File: config.mk
export PLATFORM = sky130hd
export DESIGN_NAME = mem_stage_lsu
export DESIGN_NICKNAME = d
export VERILOG_FILES = /design/src/rtl/mem_stage_lsu_pkg.sv /design/src/rtl/mem_stage_lsu_load_align.sv /design/src/rtl/mem_stage_lsu.sv
export SDC_FILE = /design/constraint.sdc
export NUM_CORES = 1
export LEC_CHECK = 0
export CAP_MARGIN = 30
export CORE_MARGIN = 1.5
export CORE_UTILIZATION = 50
export DETAILED_ROUTE_END_ITERATION = 6
export GPL_TIMING_DRIVEN = 0
export HOLD_SLACK_MARGIN = 0.1
export PLACE_DENSITY_LB_ADDON = 0.3
export SYNTH_ARGS = -nofsm -noshare
export SYNTH_HDL_FRONTEND = slang
export SYNTH_SLANG_ARGS = --single-unit
File: constraint.sdc
create_clock -name clock -period 8.4 [get_ports clock]
set_input_delay 1.68 -clock clock [delete_from_list [all_inputs] [get_ports clock]]
set_output_delay 1.68 -clock clock [all_outputs]
set_load 0.05 [all_outputs]
File: src/rtl/mem_stage_lsu_pkg.sv
// Shared definitions for the MEM-stage load/store unit: FSM encodings,
// access-size codes, byte-enable constants and lane helpers.
package mem_stage_lsu_pkg;

  localparam logic [1:0] ST_IDLE = 2'd0;
  localparam logic [1:0] ST_WAIT = 2'd1;
  localparam logic [1:0] ST_DONE = 2'd2;

  typedef enum logic [1:0] {
    SZ_WORD = 2'd0,
    SZ_HALF = 2'd1,
    SZ_BYTE = 2'd2
  } acc_size_e;

  localparam logic [3:0] BE_NONE    = 4'b0000;
  localparam logic [3:0] BE_WORD    = 4'b1111;
  localparam logic [3:0] BE_HI_HALF = 4'b1100;
  localparam logic [3:0] BE_LO_HALF = 4'b0011;
  localparam logic [3:0] BE_LANE0   = 4'b0001;

  function automatic logic misaligned(acc_size_e size, logic [1:0] off);
    case (size)
      SZ_HALF: return off[0];
      SZ_WORD: return off != 2'b00;
      default: return 1'b0;
    endcase
  endfunction

  // Enable bit 3 always covers data bits [31:24]; endianness only moves the lane.
  function automatic logic [3:0] store_be(acc_size_e size, logic [1:0] off, logic big_endian);
    logic [1:0] lane;
    logic       hi;
    lane = big_endian ? (2'd3 - off) : off;
    hi   = big_endian ? ~off[1] : off[1];
    case (size)
      SZ_BYTE: return BE_LANE0 << lane;
      SZ_HALF: return hi ? BE_HI_HALF : BE_LO_HALF;
      default: return BE_WORD;
    endcase
  endfunction

endpackage

File: src/rtl/mem_stage_lsu_load_align.sv
// Load-data lane select and zero/sign extension; purely combinational so it
// can be shared by other load paths.
module lsu_load_align
  import mem_stage_lsu_pkg::*;
#(
  parameter bit BIG_ENDIAN = 1'b1
) (
  input  logic [31:0] data_i,
  input  logic [1:0]  offset_i,
  input  acc_size_e   size_i,
  input  logic        sign_ext_i,
  output logic [31:0] data_o
);

  logic [1:0]  lane;
  logic        hi;
  logic [7:0]  byte_v;
  logic [15:0] half_v;

  always_comb begin
    lane   = BIG_ENDIAN ? (2'd3 - offset_i) : offset_i;
    hi     = BIG_ENDIAN ? ~offset_i[1] : offset_i[1];
    byte_v = data_i[{lane, 3'b000} +: 8];
    half_v = hi ? data_i[31:16] : data_i[15:0];
    case (size_i)
      SZ_BYTE: data_o = {{24{sign_ext_i & byte_v[7]}}, byte_v};
      SZ_HALF: data_o = {{16{sign_ext_i & half_v[15]}}, half_v};
      default: data_o = data_i;
    endcase
  end

endmodule

File: src/rtl/mem_stage_lsu.sv
// MEM-stage load/store unit: handshaked data-memory access, store lane
// replication, load alignment, memory stall and address-error generation.
//
// state | meaning
// IDLE  | no access outstanding; a new valid access is requested this cycle
// WAIT  | request outstanding, replayed from the registered copy until Ready
// DONE  | access complete, pipeline stalled; result held, no re-issue
module mem_stage_lsu
  import mem_stage_lsu_pkg::*;
#(
  parameter int ADDR_W     = 30,
  parameter bit BIG_ENDIAN = 1'b1
) (
  input  logic              clock,
  input  logic              reset,
  input  logic              M_Flush,
  input  logic              M_Stall_In,
  input  logic              M_MemRead,
  input  logic              M_MemWrite,
  input  logic              M_MemByte,
  input  logic              M_MemHalf,
  input  logic              M_MemSignExtend,
  input  logic [31:0]       M_Address,
  input  logic [31:0]       M_WriteData,
  output logic [31:0]       M_ReadData,
  output logic              M_MemStall,
  output logic              M_AddrErr_L,
  output logic              M_AddrErr_S,
  input  logic [31:0]       DataMem_In,
  input  logic              DataMem_Ready,
  output logic              DataMem_Read,
  output logic [3:0]        DataMem_Write,
  output logic [ADDR_W-1:0] DataMem_Address,
  output logic [31:0]       DataMem_Out
);

  logic [1:0]        state_q, state_d;
  logic [ADDR_W-1:0] req_addr_q, req_addr_d;
  logic [31:0]       req_data_q, req_data_d;
  logic [3:0]        req_be_q, req_be_d;
  logic              req_rd_q, req_rd_d;
  acc_size_e         req_size_q, req_size_d;
  logic [1:0]        req_off_q, req_off_d;
  logic              req_sext_q, req_sext_d;
  logic              flushed_q, flushed_d;
  logic [31:0]       cap_q, cap_d;

  acc_size_e   size_in;
  logic        mis, is_load, is_store, valid;
  logic [31:0] wdata_rep;
  logic [3:0]  be_in;
  acc_size_e   al_size;
  logic [1:0]  al_off;
  logic        al_sext;
  logic [31:0] aligned;

  logic              rd_c, stall_c;
  logic [3:0]        we_c;
  logic [ADDR_W-1:0] addr_c;
  logic [31:0]       out_c, rdata_c;

  always_comb begin
    size_in  = M_MemByte ? SZ_BYTE : (M_MemHalf ? SZ_HALF : SZ_WORD);
    mis      = misaligned(size_in, M_Address[1:0]);
    is_store = M_MemWrite;
    is_load  = M_MemRead & ~M_MemWrite;
    valid    = (M_MemRead | M_MemWrite) & ~mis & ~M_Flush;
    be_in    = is_store ? store_be(size_in, M_Address[1:0], BIG_ENDIAN) : BE_NONE;
    case (size_in)
      SZ_BYTE: wdata_rep = {4{M_WriteData[7:0]}};
      SZ_HALF: wdata_rep = {2{M_WriteData[15:0]}};
      default: wdata_rep = M_WriteData;
    endcase
  end

  // In WAIT the pipeline inputs may already belong to a squashed instruction.
  always_comb begin
    if (state_q == ST_WAIT) begin
      al_size = req_size_q;
      al_off  = req_off_q;
      al_sext = req_sext_q;
    end else begin
      al_size = size_in;
      al_off  = M_Address[1:0];
      al_sext = M_MemSignExtend;
    end
  end

  lsu_load_align #(.BIG_ENDIAN(BIG_ENDIAN)) u_load_align (
    .data_i    (DataMem_In),
    .offset_i  (al_off),
    .size_i    (al_size),
    .sign_ext_i(al_sext),
    .data_o    (aligned)
  );

  always_comb begin
    state_d    = state_q;
    req_addr_d = req_addr_q;
    req_data_d = req_data_q;
    req_be_d   = req_be_q;
    req_rd_d   = req_rd_q;
    req_size_d = req_size_q;
    req_off_d  = req_off_q;
    req_sext_d = req_sext_q;
    flushed_d  = flushed_q;
    cap_d      = cap_q;
    rd_c       = 1'b0;
    we_c       = BE_NONE;
    addr_c     = '0;
    out_c      = '0;
    rdata_c    = '0;
    stall_c    = 1'b0;
    case (state_q)
      ST_IDLE: begin
        if (valid) begin
          rd_c   = is_load;
          we_c   = be_in;
          addr_c = M_Address[ADDR_W+1:2];
          out_c  = wdata_rep;
          if (DataMem_Ready) begin
            rdata_c = is_load ? aligned : 32'd0;
            cap_d   = rdata_c;
            state_d = M_Stall_In ? ST_DONE : ST_IDLE;
          end else begin
            stall_c    = 1'b1;
            state_d    = ST_WAIT;
            req_addr_d = M_Address[ADDR_W+1:2];
            req_data_d = wdata_rep;
            req_be_d   = be_in;
            req_rd_d   = is_load;
            req_size_d = size_in;
            req_off_d  = M_Address[1:0];
            req_sext_d = M_MemSignExtend;
            flushed_d  = 1'b0;
          end
        end
      end
      ST_WAIT: begin
        rd_c   = req_rd_q;
        we_c   = req_be_q;
        addr_c = req_addr_q;
        out_c  = req_data_q;
        if (DataMem_Ready) begin
          // Memory cannot abort, so a flushed access still completes but is dropped.
          if (flushed_q | M_Flush) begin
            state_d = ST_IDLE;
          end else begin
            rdata_c = req_rd_q ? aligned : 32'd0;
            cap_d   = rdata_c;
            state_d = M_Stall_In ? ST_DONE : ST_IDLE;
          end
        end else begin
          stall_c   = 1'b1;
          flushed_d = flushed_q | M_Flush;
        end
      end
      ST_DONE: begin
        rdata_c = cap_q;
        if (~M_Stall_In | M_Flush) state_d = ST_IDLE;
      end
      default: state_d = ST_IDLE;
    endcase
  end

  always_ff @(posedge clock or negedge reset) begin
    if (!reset) begin
      state_q    <= ST_IDLE;
      req_addr_q <= '0;
      req_data_q <= '0;
      req_be_q   <= BE_NONE;
      req_rd_q   <= 1'b0;
      req_size_q <= SZ_WORD;
      req_off_q  <= 2'b00;
      req_sext_q <= 1'b0;
      flushed_q  <= 1'b0;
      cap_q      <= '0;
    end else begin
      state_q    <= state_d;
      req_addr_q <= req_addr_d;
      req_data_q <= req_data_d;
      req_be_q   <= req_be_d;
      req_rd_q   <= req_rd_d;
      req_size_q <= req_size_d;
      req_off_q  <= req_off_d;
      req_sext_q <= req_sext_d;
      flushed_q  <= flushed_d;
      cap_q      <= cap_d;
    end
  end

  // Outputs are forced low while reset is asserted so a mid-access reset drops the request at once.
  assign DataMem_Read    = reset & rd_c;
  assign DataMem_Write   = reset ? we_c : BE_NONE;
  assign DataMem_Address = reset ? addr_c : '0;
  assign DataMem_Out     = reset ? out_c : '0;
  assign M_ReadData      = reset ? rdata_c : '0;
  assign M_MemStall      = reset & stall_c;
  assign M_AddrErr_L     = reset & is_load & mis & ~M_Flush;
  assign M_AddrErr_S     = reset & is_store & mis & ~M_Flush;

endmodule
==> results.sh, run 1 <==
export IMPL_status="finished, final reports clean"
export IMPL_drc=0
export IMPL_post_cts_buffers=0
export IMPL_drtAntennaViolNets=0
export IMPL_row_count=42
export IMPL_wl_per_cell_um=18.3
export IMPL_die_h_um=121
export IMPL_critical_path_max_stage_delay_ns=0.87
export IMPL_yosysMostFrequentCell="nand2_1"
export IMPL_drive_above_1_share_pct=7.12
export IMPL_end_kind="output pin"
export IMPL_grt_ovfl_total=0
export IMPL_cts_tree="done"
export IMPL_grt_pass1_wl_um=36200
export IMPL_ys_ff_latch=107
export IMPL_power_total_w=0.00173
export IMPL_setup_viol=0
export IMPL_async_reset_ff_share_pct=100
export IMPL_holdPathStages=2
export IMPL_yosysTopAreaCell="dfrtp_1"
export IMPL_synth_cells=846
export IMPL_initial_core_util_pct=51.8
export IMPL_cts_root_buf="clkbuf_16"
export IMPL_synthAdderAreaFrac_pct=0.361
export IMPL_worstHoldPathType="reg -> reg"
export IMPL_synth_edff_count=0
export IMPL_grt_pass1_vias=7017
export IMPL_antenna_cells=0
export IMPL_viasPerCell=5.87
export IMPL_r2r_start="state_q[1]"
export IMPL_synth_cell_types=55
export IMPL_place_inst=1229
export IMPL_max_slew_margin_pct=29.5
export IMPL_timing_final_crit_share_pct=88.9
export IMPL_area_growth_synth_to_final_pct=37.6
export IMPL_r2r_end="cap_q[21]"
export IMPL_cts_sinks=107
export IMPL_min_to="req_addr_q[29]"
export IMPL_r2r_setup_slack_ns=4.70
export IMPL_fin_crit_ns=7.47
export IMPL_fin_util_pct=71.2
export IMPL_fin_cells=1244
export IMPL_synthTopCellsByArea="dfrtp_1, nand2_1, o21ai_0"
export IMPL_fp_dieW_um=121
export IMPL_regArea_um2=2680
export IMPL_synth_compound_area_share_pct=24.5
export IMPL_syn_nets=954
export IMPL_grt_antenna_before_repair=0
export IMPL_nFillCells=1071
export IMPL_final_setup_skew_ns=0.00562
export IMPL_synthTopCellsByCount="nand2_1, dfrtp_1, o21ai_0"
export IMPL_synth_flop_cell="dfrtp_1"
export IMPL_yosys_warnings=0
export IMPL_synth_top_cell_area_share_pct=38.6
export IMPL_peakVddDrop_mv=0.0954
export IMPL_ctsHtreeMaxLevel=3
export IMPL_muxShareOfSynthArea_pct=4.22
export IMPL_boundaryPins=208
export IMPL_min_from="req_addr_q[29]"
export IMPL_cts_resized=0
export IMPL_hold_violations=0
export IMPL_rsz0062_at_grt="false"
export IMPL_place_gp_congestion=0.912
export IMPL_path_buf_inv=6
export IMPL_synth_top_family_by_area="simple AND/OR/NAND/NOR gates"
export IMPL_synth_xor_area_share_pct=0
export IMPL_postCtsHoldBufs=0
export IMPL_r2r_cells=12
export IMPL_syn_area_um2=6940
export IMPL_cp_slowest_cell="clkdlybuf4s50_1"
export IMPL_cts_buffers=9
export IMPL_finalMaxSlewViolations=0
export IMPL_clockBufferDepth=2
export IMPL_arrival_ns=5.79
export IMPL_io_buffer_count=206
export IMPL_p_per_area_nw_per_um2=181
export IMPL_critPathLaunchType="input port"
export IMPL_grtUsageTotal_pct=31.7
export IMPL_fmax_mhz=134
export IMPL_drtPass1Iterations=6
export IMPL_crit_required_ns=6.72
export IMPL_cap_violations=0
export IMPL_hold_ws_ns=0.477
export IMPL_dieArea_um2=14600
export IMPL_first_iter_violations=695
export IMPL_p_leak_nw=3.89
export IMPL_fin_nets=1172
export IMPL_clock_latency_ns=0.36
export IMPL_clk_pin_slew_ns=0.07
export IMPL_worstPathCellList="clkbuf_1, buf_1, nand2b_1, o21a_1, ha_1, clkbuf_1, inv_1, nand2_1, clkbuf_1, nand4_1, o21ai_0, clkdlybuf4s50_1"
export IMPL_cpMostUsedCell="clkbuf_1"
export IMPL_path_delay_family="buffers and inverters"
export IMPL_worst_pin_slew_ns=1.06
export IMPL_worstPathMaxFanout=10
export IMPL_avgSynthCellArea_um2=8.20
export IMPL_crit_cells=12
export IMPL_vias=7299
export IMPL_coreArea_um2=13400
export IMPL_synthSimpleGateAreaFrac_pct=27.0
export IMPL_routed_wl_um=22800
export IMPL_multi_input_area_um2=3890
export IMPL_critPathKind="in -> out"
export IMPL_yosysSeqAreaShare_pct=38.6
export IMPL_grt_max_degree=57
export IMPL_dp_hpwl_um=16600
flip-flops by register name, indices dropped and copies added, names as in the netlist:
signal	cells
req_rd_q	1
req_sext_q	1
req_off_q	2
req_size_q	2
req_be_q	4
req_addr_q	30
cap_q	32
req_data_q	32
state_q	2
flushed_q	1
report_power, final:
part | switching [W] | leakage [nW] | internal [W] | total [W]
combinational | 0.000353 | 2.37 | 0.000228 | 0.000580
clock | 0.000202 | 0.145 | 0.000247 | 0.000449
sequential | 0.0000689 | 1.37 | 0.000630 | 0.000699
total | 0.000623 | 3.89 | 0.00111 | 0.00173
stage by stage:
step	setup slack (ns)	setup TNS, ns	instance area (um^2)
after floorplan	1.71	0	6940
after global placement	-1.72	-123.82	9220
after detailed placement	1.10	0	9240
after CTS	1.02	0	9550
after global routing	0.821	0	9550
final	0.933	0	9550
logic make-up after synthesis:
logic type | Yosys count
AO/OA/AOI/OAI | 223
AND/OR/NAND/NOR | 401
adder cells (fa/ha/maj) | 2
buffers and inverters | 85
flip-flops | 107
multiplexers | 28
worst reg2reg max path: cells and delay by family (launching register included):
kind | cells | cell delay (ns)
buf+inv | 5 | 1.75
simple gates | 4 | 0.74
flops | 1 | 0.42
fa+ha+maj | 1 | 0.38
compound gates | 2 | 0.32
worst max-delay path by stage:
stage,startpoint,to,slack [ns]
floorplan,M_MemByte,M_ReadData[10],1.71
global placement,reset,M_ReadData[16],-1.72
detailed placement,M_MemByte,M_ReadData[17],1.10
CTS,M_MemByte,M_ReadData[17],1.02
global route,M_MemByte,M_ReadData[17],0.82
finish,M_MemByte,M_ReadData[17],0.93
layout by cell type (no fill, tap or decap), types with 4 or more instances in the layout:
cell type and count:
a2111oi_1 4, a21oi_1 9, a22o_1 14, a22oi_1 38
a31oi_1 6, and2_1 25, buf_4 4, buf_6 5
clkbuf_1 57, clkbuf_16 9, clkdlybuf4s50_1 205, dfrtp_1 107
inv_1 15, mux2_2 4, mux2i_1 20, nand2_1 229
nand2b_1 22, nand3_1 24, nand4_1 18, nor2_1 31
nor2b_1 36, o21ai_0 76, o21ai_2 13, o221ai_1 7
o2bb2ai_1 7, o2bb2ai_2 17, o31ai_1 7
per-layer routing:
metal  GRT usage, %  vias up  share of wire (%)
li1               -     3389                  -
met1           42.1     3513                 42
met2           51.8      354                 47
met3           5.47       43                8.2
met4           12.4        0                2.7
met5              0        -                  0
layout make-up:
cell class                      count  share of cell area [%]
Buffer                             70                    3.30
Clock buffer                       12                    2.69
Clock inverter                      3                   0.485
Inverter                           15                   0.590
Multi-Input combinational cell    654                    40.7
Sequential cell                   107                    28.0
Tap cell                          176                    2.31
Timing Repair Buffer              207                    21.9
No activity file was read; power rests on OpenSTA's default activity.
==> run 2: changes to the inputs <==
--- a/config.mk
+++ b/config.mk
@@ -12,6 +12,7 @@
 export GPL_TIMING_DRIVEN = 0
 export HOLD_SLACK_MARGIN = 0.1
 export PLACE_DENSITY_LB_ADDON = 0.3
+export RECOVER_POWER = 100
 export SYNTH_ARGS = -nofsm -noshare
 export SYNTH_HDL_FRONTEND = slang
 export SYNTH_SLANG_ARGS = --single-unit
==> results.sh, run 2 (synthesis gave the netlist of run 1 again) <==
export IMPL_status="complete, but fails checks"
export IMPL_violations="max-capacitance violations, max-slew violations"
export IMPL_coreArea_um2=13400
export IMPL_placed_cell_area_um2=9240
export IMPL_boundaryPins=208
export IMPL_preCtsSetupSlack_ns=1.10
export IMPL_worstHoldPathType="reg -> reg"
export IMPL_final_cell_mix="nand2_1, dfrtp_1, dlygate4sd3_1"
export IMPL_clk_pin_slew_ns=0.07
export IMPL_cap_violations=1
export IMPL_fin_cells=1244
export IMPL_first_iter_violations=714
export IMPL_routed_wl_um=22800
export IMPL_viasPerCell=5.88
export IMPL_p_sw_share_pct=36.2
export IMPL_reg_largest_list="cap_q x32, req_data_q x32, req_addr_q x30"
export IMPL_max_slew_margin_pct=-5.88
export IMPL_grt_ovfl_total=0
export IMPL_grt_pass1_wl_um=36200
export IMPL_p_leak_nw=4.20
export IMPL_area_growth_synth_to_final_pct=36.5
export IMPL_wl_per_cell_um=18.3
export IMPL_drc=0
export IMPL_switching_power_w=0.000618
export IMPL_worst_pin_slew_ns=1.57
export IMPL_row_count=42
export IMPL_timing_final_crit_share_pct=92.7
export IMPL_hold_violations=0
export IMPL_clockBufferDepth=2
export IMPL_p_per_area_nw_per_um2=180
export IMPL_grt_pass1_vias=7017
export IMPL_finalMaxSlewViolations=11
export IMPL_crit_required_ns=6.72
export IMPL_die_h_um=121
export IMPL_combPwrFrac_pct=32.8
export IMPL_internal_power_w=0.00109
export IMPL_clockPowerShare_pct=26.3
export IMPL_cts_sinks=107
export IMPL_grt_antenna_before_repair=0
export IMPL_peakVddDrop_mv=0.0957
export IMPL_fp_dieW_um=121
export IMPL_fin_nets=1172
export IMPL_end_kind="output pin"
export IMPL_final_common_cell="nand2_1"
export IMPL_arrival_ns=6.10
export IMPL_power_total_w=0.00171
export IMPL_grt_max_degree=57
export IMPL_cts_resized=0
export IMPL_postCtsHoldBufs=0
export IMPL_drtAntennaViolNets=0
export IMPL_place_gp_congestion=0.912
export IMPL_critPathKind="in -> out"
export IMPL_cts_root_buf="clkbuf_16"
export IMPL_nFillCells=1088
export IMPL_seqPwrFrac_pct=40.9
export IMPL_drive_above_1_share_pct=5.90
export IMPL_grtUsageTotal_pct=31.7
export IMPL_cts_buffers=9
export IMPL_dieArea_um2=14600
export IMPL_fin_area_um2=9470
export IMPL_place_inst=1229
export IMPL_fmax_mhz=128
export IMPL_ctsHtreeMaxLevel=3
export IMPL_worstPathMaxFanout=10
export IMPL_setup_ws_ns=0.615
export IMPL_vias=7319
export IMPL_clock_latency_ns=0.36
export IMPL_io_buffer_count=206
export IMPL_post_cts_buffers=0
export IMPL_setup_viol=0
export IMPL_critPathLaunchType="input port"
export IMPL_fin_crit_ns=7.78
export IMPL_rsz0062_at_grt="false"
export IMPL_drtPass1Iterations=5
export IMPL_initial_core_util_pct=51.8
export IMPL_antenna_cells=0
export IMPL_dp_hpwl_um=16600
export IMPL_final_setup_skew_ns=0.00638
export IMPL_cts_tree="done"
run 2: changes by cell type in the layout (fill, tap and decap cells not counted), moves of 2 or more:
cell             before  now
a2111oi_0             0    5
a2111oi_1             4    0
buf_1                 3    1
buf_2                 3    0
clkbuf_1             57   63
clkdlybuf4s50_1     205  101
dlygate4sd3_1         0  104
nor4_1                0    2
o2bb2ai_1             7   12
o2bb2ai_2            17   12
run 2: per-layer routing:
metal / global-route usage [%] / share of wire [%]
met5: 0 / 0
met4: 12.4 / 2.7
met3: 5.47 / 8.3
met2: 51.8 / 47
met1: 42.1 / 42
run 2: cell type report:
| class | instances | area [um^2] | area share [%] |
|---|---|---|---|
| buffer | 70 | 304 | 3.21 |
| tap | 176 | 220 | 2.33 |
| multi-input combinational | 654 | 3820 | 40.3 |
| clock inverter | 3 | 46.3 | 0.489 |
| timing repair buffer | 207 | 2090 | 22.0 |
| sequential | 107 | 2680 | 28.3 |
| clock buffer | 12 | 256 | 2.71 |
| inverter | 15 | 56.3 | 0.595 |
run 2: path summary, 6_finish.rpt:
check / start / to / slack [ns] / depth (start not counted)
max: M_MemByte / M_ReadData[16] / 0.62 / 11
min: req_addr_q[29] / req_addr_q[29] / 0.48 / 2
max reg2reg: state_q[1] / cap_q[22] / 3.87 / 12
min reg2reg: req_addr_q[29] / req_addr_q[29] / 0.48 / 2
max in group asynchronous: reset / req_addr_q[24] / 6.29 / 2
min in group asynchronous: reset / cap_q[9] / 1.38 / 1
run 2: power groups by stage:
stage               clock network (W)  registers [W]  logic [W]
global route                 0.000471       0.000712   0.000608
detailed placement                  0       0.000703   0.000576
CTS                          0.000449       0.000697   0.000578
floorplan                           0       0.000688   0.000382
finish                       0.000449       0.000698   0.000561
global placement                    0       0.000701   0.000562
run 2: stage by stage:
step	hold slack, ns	setup TNS (ns)	util [%]
finish	0.479	0	70.7
global route	0.504	0	70.7
CTS	0.480	0	71.2
detailed placement	0.463	0	69.0
global placement	0.457	-123.82	68.8
floorplan	0.441	0	-
run 2: worst max-delay path, stage by stage:
cell and delay [ns]:
clkbuf_1 0.20, clkbuf_1 0.38, nand2b_1 0.27, o21a_1 0.20, ha_1 0.23, and4b_1 0.23, a31oi_1 0.25, a211oi_2 0.17
nor4_1 1.19, o21ai_0 0.43, dlygate4sd3_1 0.87
